**src/rtl/karatsuba_seq_mul.sv**
```systemverilog
// karatsuba_seq_mul -- sequential unsigned WIDTH x WIDTH multiplier built on
// one Karatsuba split step.
//
// Three partial products share a single (H+1)x(H+1) multiplier:
//    B = Xh*Yh, C = Xl*Yl, A = (Xh+Xl)*(Yh+Yl)
// P = (B << WIDTH) + ((A-B-C) << H) + C
//
// Optional build macro: KARATSUBA_FACTOR_OUT_EN exposes the registered
// factors on a_factor / b_factor / c_factor. These outputs are updated
// together with P.
//
// WIDTH must be even and at least 4.
module karatsuba_seq_mul #(
   parameter int WIDTH = 8
) (
   input  logic                 clk,
   input  logic                 rst_n,
   input  logic                 start,
   input  logic [WIDTH-1:0]     X,
   input  logic [WIDTH-1:0]     Y,
   output logic                 busy,
   output logic                 done,
   output logic [2*WIDTH-1:0]   P
`ifdef KARATSUBA_FACTOR_OUT_EN
   ,
   output logic [WIDTH+1:0]     a_factor,
   output logic [WIDTH-1:0]     b_factor,
   output logic [WIDTH-1:0]     c_factor
`endif
);

   localparam int H  = WIDTH / 2;
   localparam int PW = 2 * WIDTH + 2;

   typedef enum logic [2:0] {
      IDLE    = 3'd0,
      MUL_B   = 3'd1,
      MUL_C   = 3'd2,
      MUL_A   = 3'd3,
      COMBINE = 3'd4
   } state_t;

   state_t               state_q;
   logic [WIDTH-1:0]     x_q;
   logic [WIDTH-1:0]     y_q;
   logic [WIDTH+1:0]     a_q;
   logic [WIDTH-1:0]     b_q;
   logic [WIDTH-1:0]     c_q;
   logic                 busy_q;
   logic                 done_q;
   logic [2*WIDTH-1:0]   p_q;

`ifdef KARATSUBA_FACTOR_OUT_EN
   logic [WIDTH+1:0]     a_out_q;
   logic [WIDTH-1:0]     b_out_q;
   logic [WIDTH-1:0]     c_out_q;
`endif

   // Shared multiplier operands and product.
   logic [H:0]           mul_op_x;
   logic [H:0]           mul_op_y;
   logic [2*H+1:0]       mul_res;

   // Combine-stage arithmetic, carried at PW bits so no intermediate wraps.
   logic [PW-1:0]        a_ext;
   logic [PW-1:0]        b_ext;
   logic [PW-1:0]        c_ext;
   logic [PW-1:0]        mid_d;
   logic [PW-1:0]        sum_d;
   logic                 unused_sum_hi;

   // Steer the shared multiplier according to which factor is being formed.
   always_comb begin
      mul_op_x = '0;
      mul_op_y = '0;
      case (state_q)
         MUL_B: begin
            mul_op_x = {1'b0, x_q[WIDTH-1:H]};
            mul_op_y = {1'b0, y_q[WIDTH-1:H]};
         end
         MUL_C: begin
            mul_op_x = {1'b0, x_q[H-1:0]};
            mul_op_y = {1'b0, y_q[H-1:0]};
         end
         MUL_A: begin
            mul_op_x = {1'b0, x_q[WIDTH-1:H]} + {1'b0, x_q[H-1:0]};
            mul_op_y = {1'b0, y_q[WIDTH-1:H]} + {1'b0, y_q[H-1:0]};
         end
         default: begin
            mul_op_x = '0;
            mul_op_y = '0;
         end
      endcase
      mul_res = {{(H+1){1'b0}}, mul_op_x} * {{(H+1){1'b0}}, mul_op_y};
   end

   // Recombine the three factors; the cross term A-B-C is never negative.
   always_comb begin
      a_ext         = {{WIDTH{1'b0}}, a_q};
      b_ext         = {{(WIDTH+2){1'b0}}, b_q};
      c_ext         = {{(WIDTH+2){1'b0}}, c_q};
      mid_d         = a_ext - b_ext - c_ext;
      sum_d         = (b_ext << WIDTH) + (mid_d << H) + c_ext;
      unused_sum_hi = ^sum_d[PW-1:2*WIDTH];
   end

   // Control FSM with registered busy/done/P; B, C, A formed one per cycle.
   always_ff @(posedge clk or negedge rst_n) begin
      if (!rst_n) begin
         state_q <= IDLE;
         x_q     <= '0;
         y_q     <= '0;
         a_q     <= '0;
         b_q     <= '0;
         c_q     <= '0;
         busy_q  <= 1'b0;
         done_q  <= 1'b0;
         p_q     <= '0;
`ifdef KARATSUBA_FACTOR_OUT_EN
         a_out_q <= '0;
         b_out_q <= '0;
         c_out_q <= '0;
`endif
      end else begin
         done_q <= 1'b0;
         case (state_q)
            IDLE: begin
               if (start) begin
                  x_q     <= X;
                  y_q     <= Y;
                  busy_q  <= 1'b1;
                  state_q <= MUL_B;
               end
            end
            MUL_B: begin
               b_q     <= mul_res[WIDTH-1:0];
               state_q <= MUL_C;
            end
            MUL_C: begin
               c_q     <= mul_res[WIDTH-1:0];
               state_q <= MUL_A;
            end
            MUL_A: begin
               a_q     <= mul_res;
               state_q <= COMBINE;
            end
            COMBINE: begin
               p_q     <= sum_d[2*WIDTH-1:0];
               done_q  <= 1'b1;
               busy_q  <= 1'b0;
`ifdef KARATSUBA_FACTOR_OUT_EN
               a_out_q <= a_q;
               b_out_q <= b_q;
               c_out_q <= c_q;
`endif
               state_q <= IDLE;
            end
            default: begin
               busy_q  <= 1'b0;
               state_q <= IDLE;
            end
         endcase
      end
   end

   assign busy = busy_q;
   assign done = done_q;
   assign P    = p_q;

`ifdef KARATSUBA_FACTOR_OUT_EN
   assign a_factor = a_out_q;
   assign b_factor = b_out_q;
   assign c_factor = c_out_q;
`endif

endmodule

```
**config.mk**
```make
export PLATFORM = sky130hd
export DESIGN_NAME = karatsuba_seq_mul
export DESIGN_NICKNAME = d
export VERILOG_FILES = /design/src/rtl/karatsuba_seq_mul.sv
export SDC_FILE = /design/constraint.sdc
export NUM_CORES = 1
export LEC_CHECK = 0
export CORE_ASPECT_RATIO = 1.2
export CORE_MARGIN = 2
export CORE_UTILIZATION = 42
export DETAILED_ROUTE_END_ITERATION = 8
export MAX_ROUTING_LAYER = met4
export PLACE_DENSITY = 0.6
export SETUP_SLACK_MARGIN = 0.05
export SYNTH_ARGS = -nofsm -noshare
export SYNTH_HDL_FRONTEND = slang
export SYNTH_SLANG_ARGS = --single-unit
```
**constraint.sdc**
```tcl
create_clock -name clk -period 6.61 [get_ports clk]
set_input_delay 1.983 -clock clk [delete_from_list [all_inputs] [get_ports clk]]
set_output_delay 1.983 -clock clk [all_outputs]
set_load 0.01 [all_outputs]
```
* After elaboration in Yosys (flattened, before gate mapping)
Index checks and enable logic that the tools add are counted.
Widths: inputs -> output; s select.
** Cells by class
- Equality and inequality tests :: 5
- Multiply operators :: 1
- Bitwise operators :: 1
- $add $sub $neg :: 6
- Reductions and logical operators :: 4
- Muxes and demuxes :: 7
** Operators by type and width (number)
- $pmux 5 s3 :: 2
- $add 16x16->16 :: 1
- $add 16x8->16 :: 1
- $pmux 3 s4 :: 1
- $sub 11x9->12 :: 1
- $sub 10x8->11 :: 1
- $add 4x4->5 :: 2
- $mul 5x5->10 :: 1
- $eq 3x2->1 const B :: 2
- $reduce_and 2->1 :: 2
- $eq 3x1->1 const B :: 1
- $eq 3x3->1 const B :: 1
- $logic_not 3->1 :: 1
- $mux 3 :: 1
- $reduce_or 3->1 :: 1
- $mux 1 :: 2
- $ne 2x2->1 const B :: 1
- $pmux 1 s2 :: 1
- $not 1->1 :: 1
** Word-level totals
- Output and inout port bits :: 18
- Bits of input ports :: 19
- Word-level logic and storage cells :: 33
- Flip-flop bits (word level) :: 63

* Logic depth before layout (Yosys ltp)
Gate-level depths: netlist (run 1).
- Depth in word-level cells :: 4
- Gate-level depth with buffers :: 21
- Mapped depth without buffers :: 21

* Worst setup path before layout (run 1)
OpenSTA, ideal clock, no wires.
- Path kind :: register -> register
- Start :: reg y_q[1]
- End :: reg a_q[9]
- Arrival :: 4434 ps
- Stages on the path, launching flop included :: 21
- Setup slack :: 2042 ps
- Period minus slack after synthesis :: 4568 ps
- Setup time :: 134 ps
- Data required time :: 6476 ps
- Cell sequence :: dfrtp_1 > ha_1 > a21o_1 > a21oi_1 > xnor2_1 > mux2_2 > a22oi_1 > nor2_1 > nand2_1 > fa_1 > fa_1 > fa_1 > inv_1 > ha_1 > a21oi_1 > o21bai_1 > a21oi_1 > o21bai_1 > a21oi_1 > xnor2_1 > o21ai_0
** Between the ends
- Longest elaborated chain between the ends :: 3
** RTL lines
- start, declared :: RTL line 45 : logic [WIDTH-1:0] y_q;
- start signal, assigned :: RTL line 112 : y_q <= '0;
- start signal, assigned :: RTL line 130 : y_q <= Y;
- $add 4x4->5 :: RTL line 87 : mul_op_y = {1'b0, y_q[WIDTH-1:H]} + {1'b0, y_q[H-1:0]};
- $pmux 5 s3 (*) :: RTL line 76 : case (state_q)
- $mul 5x5->10 (*) :: RTL line 94 : mul_res = {{(H+1){1'b0}}, mul_op_x} * {{(H+1){1'b0}}, mul_op_y};
- end signal, assigned :: RTL line 144 : a_q <= mul_res;
- end, declared :: RTL line 46 : logic [WIDTH+1:0] a_q;
Every way passes the cells marked *; elsewhere a longest branch is shown, timed or not.
A chain may end at the register's enable or synchronous reset.

* Worst setup path in the final report (run 1)
- Start :: reg state_q[1]
- End :: reg a_q[9]
** Between the ends
- Longest elaborated chain between the ends :: 3
- Elaborated cells between the ends (all ways) :: 6
** RTL lines
- start, declared :: RTL line 43 : state_t state_q;
- start signal, assigned :: RTL line 110 : state_q <= IDLE;
- start signal, assigned :: RTL line 132 : state_q <= MUL_B;
- start signal, assigned :: RTL line 137 : state_q <= MUL_C;
- $eq 3x2->1, or another cell as far along :: RTL line 76, 126
- $pmux 5 s3 :: RTL line 76
- $mul 5x5->10 :: RTL line 94
Several ways; a longest one is shown, not always the timed one.

==> results of run 1 <==
flip-flops by register name, summed over array words and instances, names as in the netlist:
name and cells:
y_q 8, P 16, a_q 10, b_q 8, c_q 8, busy 1, state_q 3, x_q 8
done 1
tightest hold or removal path: stages (launching register included):
cell     delay (ps)
dfrtp_1         340
nand2_1          40
o21ai_0          60
cell families after synthesis:
group	count (synthesis)	share of synthesized area [%]
XOR/XNOR	35	6.56
flip-flops	63	33.7
AO/OA/AOI/OAI	108	14.8
adder cells (fa/ha/maj)	67	20.2
multiplexers	26	6.26
buffers and inverters	65	5.24
AND/OR/NAND/NOR	143	13.2
cells in the mapped netlist, types with 2 or more instances:
library cell   n
mux2_2        26
or3_1          2
nand3_1        4
nor3_1         4
inv_1         52
and3_1         3
nor2_1        30
o21ai_1        3
a21o_1         9
and2_1         2
nand2_1       80
a31oi_1        3
nor2b_1        7
nand2b_1       5
a22oi_1        3
xnor2_1       25
fa_1          14
o21bai_1       5
a22o_1         2
ha_1          53
o211ai_1       3
o21ai_0       37
a211oi_1       2
xor2_1        10
o31ai_1        2
a21oi_1       23
dfrtp_1       63
o21a_1         6
clkbuf_1      11
per-stage QoR:
stage | util, % | instance area [um2] | setup WS, ps | hold slack (ps) | instances
3_3_place_gp | 47.1 | 5150 | 1690 | 460 | 663
4_1_cts | 50.1 | 5480 | 1550 | 480 | 679
3_5_place_dp | 47.1 | 5150 | 1550 | 466 | 663
2_1_floorplan | - | 4680 | 2040 | 450 | 507
6_report | 50.1 | 5480 | 1560 | 473 | 679
5_1_grt | 50.1 | 5480 | 1220 | 501 | 679
layout make-up:
class | count | area [um2]
well taps | 132 | 165
clock buffers | 9 | 225
clock inverters | 7 | 97.6
repair buffers | 37 | 363
multi-input cells | 379 | 2850
inverters | 52 | 195
flip-flops and latches | 63 | 1580
fillers | 1050 | 5450
how the worst max path moves through the flow:
stage                           startpoint                 end  depth (start not counted)
finish              state_q[1]$_DFFE_PN0N_  a_q[9]$_DFFE_PN0N_                         17
global route        state_q[1]$_DFFE_PN0N_  a_q[9]$_DFFE_PN0N_                         17
CTS                 state_q[1]$_DFFE_PN0N_  a_q[9]$_DFFE_PN0N_                         17
detailed placement  state_q[1]$_DFFE_PN0N_  a_q[9]$_DFFE_PN0N_                         17
global placement    state_q[1]$_DFFE_PN0N_  a_q[9]$_DFFE_PN0N_                         17
floorplan               y_q[1]$_DFFE_PN0P_  a_q[9]$_DFFE_PN0N_                         20
layer usage:
metal  share of wire (%)  routed length [um]
met1                  42                3910
met2                  54                4990
met3                 2.4                 223
met4                 1.8                 172
met5                   0                   0
layout by cell type, fill, tap and decap left out, types with 3 or more instances in the layout:
cell,Yosys,layout
nand2_1,80,80
dfrtp_1,63,63
ha_1,53,53
inv_1,52,52
o21ai_0,37,37
clkdlybuf4s50_1,0,35
nor2_1,30,30
mux2_2,26,26
xnor2_1,25,25
a21oi_1,23,23
fa_1,14,14
xor2_1,10,10
a21o_1,9,9
clkbuf_16,0,9
nor2b_1,7,7
o21a_1,6,6
nand2b_1,5,5
o21bai_1,5,5
nand3_1,4,4
nor3_1,4,4
a22oi_1,3,3
o211ai_1,3,3
a31oi_1,3,3
and3_1,3,3
o21ai_1,3,3
==> summary.txt, run 1 <==
Clocking
  • Num CTS Buffers: 9
  • Level count of the clock H-tree: 3
  • Root Buffer Master: clkbuf_16
  • Clock latency reported for the late side of the worst-skew pair: 330 ps
  • Max Buffers Root-to-Sink: 2
  • Reg clk slew, reported paths: 60 ps
  • Clock tree from TritonCTS: built
  • Number of buffers inserted by post-CTS setup repair: 0
  • CTS resizes: 0
  • Number of clock sinks seen by CTS: 63
  • CTS hold repair buffers: 0

Setup path
  • Startpoint type of the worst setup path: flop
  • Critical path start-end classification: flop to flop
  • Worst-path maximum fanout: 16
  • Data required time of the critical path: 6790 ps
  • Number of buffers and inverters on the critical path: 2
  • Critical R2R Launch: state_q[1]$_DFFE_PN0N_
  • Reg-to-Reg End: a_q[9]$_DFFE_PN0N_
  • Worst setup EP type: flop
  • Library cell contributing the largest single delay on the critical path: dfrtp_1
  • Worst reg-to-reg path cell count: 17
  • Critical path's largest stage delay: 680 ps
  • Reg2Reg Setup Slack: 1560 ps
  • Critical-path cell list: inv_1 > nor2_1 > a22o_1 > nand2_1 > or3_1 > fa_1 > fa_1 > fa_1 > inv_1 > ha_1 > a21oi_1 > o21bai_1 > a21oi_1 > o21bai_1 > a21oi_1 > xnor2_1 > o21ai_0
  • Arrival time reported for the critical path endpoint: 5230 ps
  • Cell class contributing the biggest share of worst-path delay: adder cells

Drt
  • Initial DRT Pass Iterations: 4
  • Count of vias placed by the detailed router: 3491
  • Remaining routing DRC violations: 0
  • Starting DRC count in detailed routing: 108
  • Final ANT Viol Nets: 0
  • WL/cell: 13.7 um
  • Detailed-route wire length: 9300 um
  • Post-detailed-route via-to-cell ratio: 5.14

Floorplan
  • Die Span Y: 120 um
  • Area enclosed by the die boundary: 12000 um2
  • IO Pins: 37
  • Width of the chip: 100 um
  • Core ar.: 10900 um2
  • # rows: 42
  • Initial Util: 42.8%

STA
  • RSZ-0062 raised after global routing: no
  • Worst slew pin tran: 842 ps
  • Final setup violation count: 0
  • Fin Clk Skew: 5.01 ps
  • Max-slew violation count: 0
  • Achievable clock frequency: 198 MHz
  • Min Tclk post-route: 5050 ps
  • Relative slew slack: 43.9%
  • Final count of hold timing violations: 0
  • Total negative slack for setup checks: 0 ps
  • Final worst-path cycle share: 76.3%

Run status
  • Result of the run: finished, final reports clean

Synth
  • Area fraction of the dominant cell type after synthesis: 33.7%
  • Cells taking the most area after synthesis: dfrtp_1 (34%), ha_1 (14%), nand2_1 (6.4%), mux2_2 (6.3%), fa_1 (6.0%)
  • Mean instance size in the synthesized netlist: 9.22 um2
  • Most used DFF post-synth: dfrtp_1
  • Portion of the post-synthesis area used by sequential elements: 33.7%
  • Cell taking the most area after synthesis: dfrtp_1
  • Number of flops mapped to enable cells by yosys: 0
  • Synthesized area: 4680 um2
  • Post-synthesis instance total: 507
  • Async S/R FF share, synth: 100%
  • Number of nets produced by synthesis: 593
  • Yosys reg bits: 63
  • Syn. warnings: 0
  • Count of different cell masters after synthesis: 47

Worst hold path
  • Hold worst-path end: P[13]$_DFFE_PN0P_
  • Worst min-delay path category: flop to flop
  • Startpoint of the lowest-slack hold path: P[13]$_DFFE_PN0P_
  • Cell count of the worst hold path: 2

Global route
  • Pin count of the biggest net entering global routing: 64
  • Wire length of the first global-routing pass: 16600 um
  • Antenna violations before repair: 0
  • Vias in the first global route: 3638
  • Met1 track utilization from global routing: 19.2%
  • GR Overflow Total: 0
  • GR Util met3: 3.55%
  • Tot GR Track Use: 17.8%
  • GRT met2 Usage: 32.7%
  • Routing layer with the top usage in global route: met2

Cells and area
  • Synth-to-layout area growth: 17.1%
  • Ant. Diodes: 0
  • Layout net count: 628
  • Share of post-route cells with drive strength above 1: 9.32%

Placement
  • RePlAce Congestion: 0.878
  • Total of buffers placed on input and output ports: 36
  • Post-detail-place hpwl: 7300 um

Flow run
  • Total of max-cap violations: 0
Power of run 1 is left out: the tool's default activity adds up to more than one toggle a clock period on the data nets, which glitch-free logic cannot reach.
==> run 2, diff against run 1 <==
--- a/config.mk
+++ b/config.mk
@@ -10,7 +10,7 @@
 export CORE_UTILIZATION = 42
 export DETAILED_ROUTE_END_ITERATION = 8
 export MAX_ROUTING_LAYER = met4
-export PLACE_DENSITY = 0.6
+export PLACE_DENSITY = 0.62
 export SETUP_SLACK_MARGIN = 0.05
 export SYNTH_ARGS = -nofsm -noshare
 export SYNTH_HDL_FRONTEND = slang
==> constraint.sdc (replaced) <==
create_clock -name clk -period 4.3 [get_ports clk]
set_input_delay 1.29 -clock clk [delete_from_list [all_inputs] [get_ports clk]]
set_output_delay 1.29 -clock clk [all_outputs]
set_load 0.01 [all_outputs]
==> summary.txt, run 2 (same netlist as run 1, synthesis figures left out) <==
Drt
  • Starting DRC count in detailed routing: 80 (-26%)
  • Post-detailed-route via-to-cell ratio: 5.14 (about the same)
  • WL/cell: 13.8 um (+1.0%)
  • Final ANT Viol Nets: 0 (unchanged)
  • Count of vias placed by the detailed router: 3612 (+3.5%)
  • Detailed-route wire length: 9720 um (+4.6%)
  • Initial DRT Pass Iterations: 4 (unchanged)
  • Remaining routing DRC violations: 0 (unchanged)

Placement
  • Placed insts: 682 (+2.9%)
  • RePlAce Congestion: 0.863 (-1.7%)
  • Total of buffers placed on input and output ports: 36 (unchanged)
  • Area after detailed placement: 5330 um2 (+3.5%)
  • Post-detail-place hpwl: 7580 um (+3.9%)

Worst hold path
  • Hold worst-path end: P[14]$_DFFE_PN0P_
  • Cell count of the worst hold path: 2 (unchanged)
  • Worst min-delay path category: flop to flop
  • Startpoint of the lowest-slack hold path: P[14]$_DFFE_PN0P_

Global route
  • Pin count of the biggest net entering global routing: 48 (-25%)
  • Vias in the first global route: 3814 (+4.8%)
  • Wire length of the first global-routing pass: 17000 um (+2.4%)
  • GR Overflow Total: 0 (unchanged)
  • Tot GR Track Use: 18.3% (+0.47 points)
  • Antenna violations before repair: 0 (unchanged)

Cells and area
  • Highest-count cells in the layout ignoring fill and taps: nand2_1 (80), dfrtp_1 (63), ha_1 (51), inv_1 (50), clkdlybuf4s50_1 (35)
  • Share of post-route cells with drive strength above 1: 18.9% (+9.6 points)
  • Layout net count: 652 (+3.8%)
  • Fill count: 1028 (-2.1%)
  • Synth-to-layout area growth: 24.2%
  • Ant. Diodes: 0 (unchanged)
  • Most common library cell in the layout ignoring fill and taps: nand2_1
  • Count of placed standard cells in the final layout, fillers left out: 703 (+3.5%)
  • Post-route design area: 5810 um2 (+6.1%)
  • Number of flip-flops in the largest register: 16 (unchanged)

STA
  • Worst slew pin tran: 1000 ps (+159 ps)
  • Hold Slack: 471 ps (-1.84 ps)
  • Final count of hold timing violations: 0 (unchanged)
  • Max-slew violation count: 0 (unchanged)
  • Final worst-path cycle share: 99.1% (+23 points)
  • Relative slew slack: 33.3% (-11 points)
  • Fin Clk Skew: 4.99 ps (-0.0206 ps)
  • Final setup violation count: 0 (unchanged)
  • Min Tclk post-route: 4260 ps (-786 ps)
  • RSZ-0062 raised after global routing: yes
  • Achievable clock frequency: 235 MHz (+18%)

Setup path
  • Library cell contributing the largest single delay on the critical path: fa_1
  • Critical path's largest stage delay: 510 ps (-170 ps)
  • Critical R2R Launch: y_q[5]$_DFFE_PN0P_
  • Critical path start-end classification: flop to flop
  • Startpoint type of the worst setup path: flop
  • Worst-path maximum fanout: 3 (-13)
  • Worst reg-to-reg path cell count: 20 (+3)
  • Launch point of the worst path: y_q[5]$_DFFE_PN0P_
  • Reg-to-Reg End: a_q[9]$_DFFE_PN0N_
  • Most common cell type on the critical path: a21oi_2
  • Reg2Reg Setup Slack: 40 ps (-1520 ps)
  • Number of buffers and inverters on the critical path: 1 (-1)
  • Arrival time reported for the critical path endpoint: 4480 ps (-750 ps)
  • Critical-path cell list: ha_1 > a21o_1 > a21oi_2 > xnor2_1 > mux2_4 > a22oi_2 > nor2_2 > nand2_1 > fa_1 > fa_1 > fa_1 > inv_2 > ha_4 > a21oi_2 > o21bai_1 > a21oi_2 > o21bai_1 > a21oi_2 > xnor2_1 > o21ai_1
  • Number of logic stages on the critical path including buffering: 20 (+3)
  • Data required time of the critical path: 4520 ps (-2270 ps)
  • Worst setup EP type: flop
  • Cell class contributing the biggest share of worst-path delay: adder cells

Floorplan
  • Initial Util: 42.8% (unchanged)
  • Area enclosed by the die boundary: 12000 um2 (unchanged)
  • Die Span Y: 120 um (unchanged)
  • IO Pins: 37 (unchanged)
  • # rows: 42 (unchanged)
  • Width of the chip: 100 um (unchanged)
  • Core ar.: 10900 um2 (unchanged)

Flow run
  • Total of max-cap violations: 0 (unchanged)

Clocking
  • Number of clock sinks seen by CTS: 63 (unchanged)
  • Max Buffers Root-to-Sink: 2 (unchanged)
  • Root Buffer Master: clkbuf_16
  • Reg clk slew, reported paths: 60 ps (about the same)
  • CTS hold repair buffers: 0 (unchanged)
  • Clock tree from TritonCTS: built
  • Num CTS Buffers: 9 (unchanged)
  • Level count of the clock H-tree: 3 (unchanged)
  • Clock latency reported for the late side of the worst-skew pair: 340 ps (about the same)

Run status
  • Result of the run: finished, final reports clean
run 2: cell type report:
class                           count  area, um2  area share [%]
Multi-Input combinational cell    379       3030            52.2
Sequential cell                    63       1580            27.1
Timing Repair Buffer               61        543            9.35
Clock buffer                       10        239            4.11
Inverter                           52        195            3.36
Tap cell                          132        165            2.84
Clock inverter                      6       60.1            1.03
run 2: stage by stage:
stage	setup WS (ps)	setup TNS, ps	util [%]
2_1_floorplan	58.8	0	-
3_3_place_gp	2.22	0	48.8
3_5_place_dp	-72.3	-204	48.8
4_1_cts	-61.6	-61.6	52.4
5_1_grt	-186	-619	53.1
6_report	40.2	0	53.1
run 2: routing by layer:
layer  vias to the layer above  global-route usage [%]  part of all wire (%)
met4                         0                    7.71                   2.2
met1                      1713                    18.9                    41
met3                        16                    3.79                   2.9
met2                        48                    33.3                    54
li1                       1835                       -                     -
met5                         -                       -                     0
run 2: worst max-delay path by stage:
stage | slack, ps | to
after global routing | -190 | a_q[9]$_DFFE_PN0N_
after global placement | 2 | b_q[7]$_DFFE_PN0N_
final | 40 | a_q[9]$_DFFE_PN0N_
after CTS | -60 | a_q[9]$_DFFE_PN0N_
after detailed placement | -70 | a_q[9]$_DFFE_PN0N_
after floorplan | 60 | a_q[9]$_DFFE_PN0N_
run 2: timing repair:
action                                  CTS  global route
gates resized for setup                  13            19
setup buffers                             5             1
endpoints found under the setup margin    8            15
pin swaps                                25            28
run 2: worst register-to-register path: stages, from the launching register on:
cell and delay (ps):
dfrtp_1 380, ha_1 310, a21o_1 170, a21oi_2 130
xnor2_1 70, mux2_4 260, a22oi_2 180, nor2_2 70
nand2_1 80, fa_1 440, fa_1 460, fa_1 510
inv_2 50, ha_4 220, a21oi_2 150, o21bai_1 90
a21oi_2 150, o21bai_1 90, a21oi_2 140, xnor2_1 120
o21ai_1 70
Power of run 2 is left out for the same reason.
==> run 3, diff against run 2 <==
--- a/config.mk
+++ b/config.mk
@@ -8,7 +8,9 @@
 export CORE_ASPECT_RATIO = 1.2
 export CORE_MARGIN = 2
 export CORE_UTILIZATION = 42
+export CTS_CLUSTER_DIAMETER = 50
 export DETAILED_ROUTE_END_ITERATION = 8
+export GPL_TIMING_DRIVEN = 0
 export MAX_ROUTING_LAYER = met4
 export PLACE_DENSITY = 0.62
 export SETUP_SLACK_MARGIN = 0.05
==> summary.txt, run 3 (same netlist as run 1, synthesis figures left out) <==
Run status
  • Result of the run: finished with violations
  • Violated checks: setup timing

Clocking
  • Max Buffers Root-to-Sink: 2 (unchanged)
  • Clock latency reported for the late side of the worst-skew pair: 340 ps (about the same)
  • Reg clk slew, reported paths: 60 ps (about the same)
  • Number of clock sinks seen by CTS: 63 (unchanged)
  • Root Buffer Master: clkbuf_16
  • Level count of the clock H-tree: 3 (unchanged)
  • Num CTS Buffers: 9 (unchanged)
  • Clock tree from TritonCTS: built

Cells and area
  • Most common library cell in the layout ignoring fill and taps: nand2_1
  • Share of post-route cells with drive strength above 1: 17.8% (-1.1 points)
  • Synth-to-layout area growth: 25.4%
  • Number of flip-flops in the largest register: 16 (unchanged)
  • Layout net count: 659 (+1.1%)
  • Post-Route Utilization: 53.7% (+0.52 points)
  • Ant. Diodes: 0 (unchanged)
  • Fill count: 1001 (-2.6%)
  • Highest-count cells in the layout ignoring fill and taps: nand2_1 (79), dfrtp_1 (63), ha_1 (50), inv_1 (49), clkdlybuf4s50_1 (35)

STA
  • Final setup violation count: 5 (+5)
  • Fin Clk Skew: 5.83 ps (+0.838 ps)
  • Final worst-path cycle share: 102% (+3.1 points)
  • Total negative slack for setup checks: -216 ps (-216 ps)
  • Min Tclk post-route: 4390 ps (+134 ps)
  • Max-slew violation count: 0 (unchanged)
  • Relative slew slack: 47.2% (+14 points)
  • Crit path setup slack, layout: -93.8 ps (-134 ps)
  • Worst slew pin tran: 792 ps (-208 ps)
  • Final count of hold timing violations: 0 (unchanged)
  • RSZ-0062 raised after global routing: yes
  • Achievable clock frequency: 228 MHz (-3.0%)

Floorplan
  • IO Pins: 37 (unchanged)
  • Initial Util: 42.8% (unchanged)
  • Width of the chip: 100 um (unchanged)
  • Area enclosed by the die boundary: 12000 um2 (unchanged)
  • Core ar.: 10900 um2 (unchanged)
  • # rows: 42 (unchanged)
  • Die Span Y: 120 um (unchanged)

Placement
  • Total of buffers placed on input and output ports: 36 (unchanged)
  • RePlAce Congestion: 0.893 (+3.5%)
  • Post-detail-place hpwl: 7560 um (-0.30%)

Drt
  • Count of vias placed by the detailed router: 3713 (+2.8%)
  • Initial DRT Pass Iterations: 4 (unchanged)
  • Final ANT Viol Nets: 0 (unchanged)
  • Post-detailed-route via-to-cell ratio: 5.23 (+1.8%)
  • Detailed-route wire length: 9890 um (+1.7%)
  • WL/cell: 13.9 um (+0.75%)
  • Remaining routing DRC violations: 0 (unchanged)
  • Starting DRC count in detailed routing: 63 (-21%)

Setup path
  • Data required time of the critical path: 4500 ps (-20 ps)
  • Critical-path cell list: ha_2 > inv_2 > fa_2 > xnor2_1 > mux2_4 > a22oi_2 > nor2_4 > nand2_2 > fa_1 > fa_1 > fa_1 > inv_2 > ha_4 > a21oi_4 > o21bai_1 > a21oi_2 > o21bai_1 > a21oi_1 > xnor2_1 > o21ai_1
  • Worst reg-to-reg path cell count: 20 (unchanged)
  • Most common cell type on the critical path: fa_1
  • Arrival time reported for the critical path endpoint: 4600 ps (+120 ps)
  • Worst-path maximum fanout: 4 (+1)
  • Worst setup EP type: flop
  • Startpoint type of the worst setup path: flop
  • Critical path's largest stage delay: 530 ps (+20 ps)
  • Critical path start-end classification: flop to flop
  • Library cell contributing the largest single delay on the critical path: fa_1

Worst hold path
  • Cell count of the worst hold path: 2 (unchanged)
  • Worst min-delay path category: flop to flop

Global route
  • Antenna violations before repair: 0 (unchanged)
  • GR Overflow Total: 0 (unchanged)
  • Tot GR Track Use: 18.5% (+0.24 points)
  • Vias in the first global route: 3837 (+0.60%)
  • Pin count of the biggest net entering global routing: 64 (+33%)
  • Wire length of the first global-routing pass: 17300 um (+1.8%)

Flow run
  • Total of max-cap violations: 0 (unchanged)
==> run 3: cell types whose count changed in the layout (fill, tap and decap cells not counted), sizes merged <==
cell | before | now
clkbuf | 10 | 21
buf | 26 | 22
clkinv | 3 | 2
bufinv | 1 | 3
clkinvlp | 2 | 1
==> run 3: per-layer routing <==
layer | part of all wire, % | GRT usage (%)
met4 | 2.5 | 7.96
met2 | 55 | 34.4
met3 | 2.3 | 2.45
met1 | 40 | 19.4
met5 | 0 | -
==> run 3: final timing paths <==
kind,end,slack [ps],start
hold reg to reg,P[13]$_DFFE_PN0P_,470,P[13]$_DFFE_PN0P_
min in group asynchronous,P[7]$_DFFE_PN0P_,1040,rst_n
hold / removal,P[13]$_DFFE_PN0P_,470,P[13]$_DFFE_PN0P_
setup reg to reg,a_q[9]$_DFFE_PN0N_,-90,x_q[0]$_DFFE_PN0P_
max in group asynchronous,c_q[5]$_DFFE_PN0N_,2740,rst_n
setup / recovery,a_q[9]$_DFFE_PN0N_,-90,x_q[0]$_DFFE_PN0P_
==> run 3: critical path, delay by kind of cell (launching register included) <==
family	cells	cell delay, ps
AND/OR/NAND/NOR	2	160
buffers and inverters	2	90
multiplexers	1	260
AO/OA/AOI/OAI	7	930
flip-flops	1	350
adder cells (fa/ha/maj)	6	2210
XOR/XNOR	2	270
==> run 3: per-stage QoR <==
step                      area, um2  cells  hold WS (ps)  setup WS [ps]
after floorplan                4710    507           450           58.8
after global placement         5240    675           461           -315
after detailed placement       5240    675           466           -396
after CTS                      5740    702           481           -175
after global routing           5870    710           506           -302
final                          5870    710           473          -93.8
==> run 3: area by class of cell <==
| class | count | area, um2 | area share [%] |
|---|---|---|---|
| flip-flops and latches | 63 | 1580 | 26.9 |
| multi-input cells | 379 | 3030 | 51.6 |
| plain buffers | 13 | 52.6 | 0.896 |
| clock buffers | 10 | 239 | 4.07 |
| clock inverters | 6 | 108 | 1.83 |
| repair buffers | 55 | 500 | 8.53 |
| well taps | 132 | 165 | 2.82 |
| inverters | 52 | 195 | 3.33 |
==> run 3: repair_timing <==
item | 4_1_cts | 5_1_grt
hold endpoints to repair | 0 | 0
hold buffers | 0 | 0
gates resized for setup | 23 | 15
buffers inserted | 11 | 8
setup endpoints to repair | 8 | 15
pin swaps | 25 | 24
Power of run 3 is left out for the same reason.
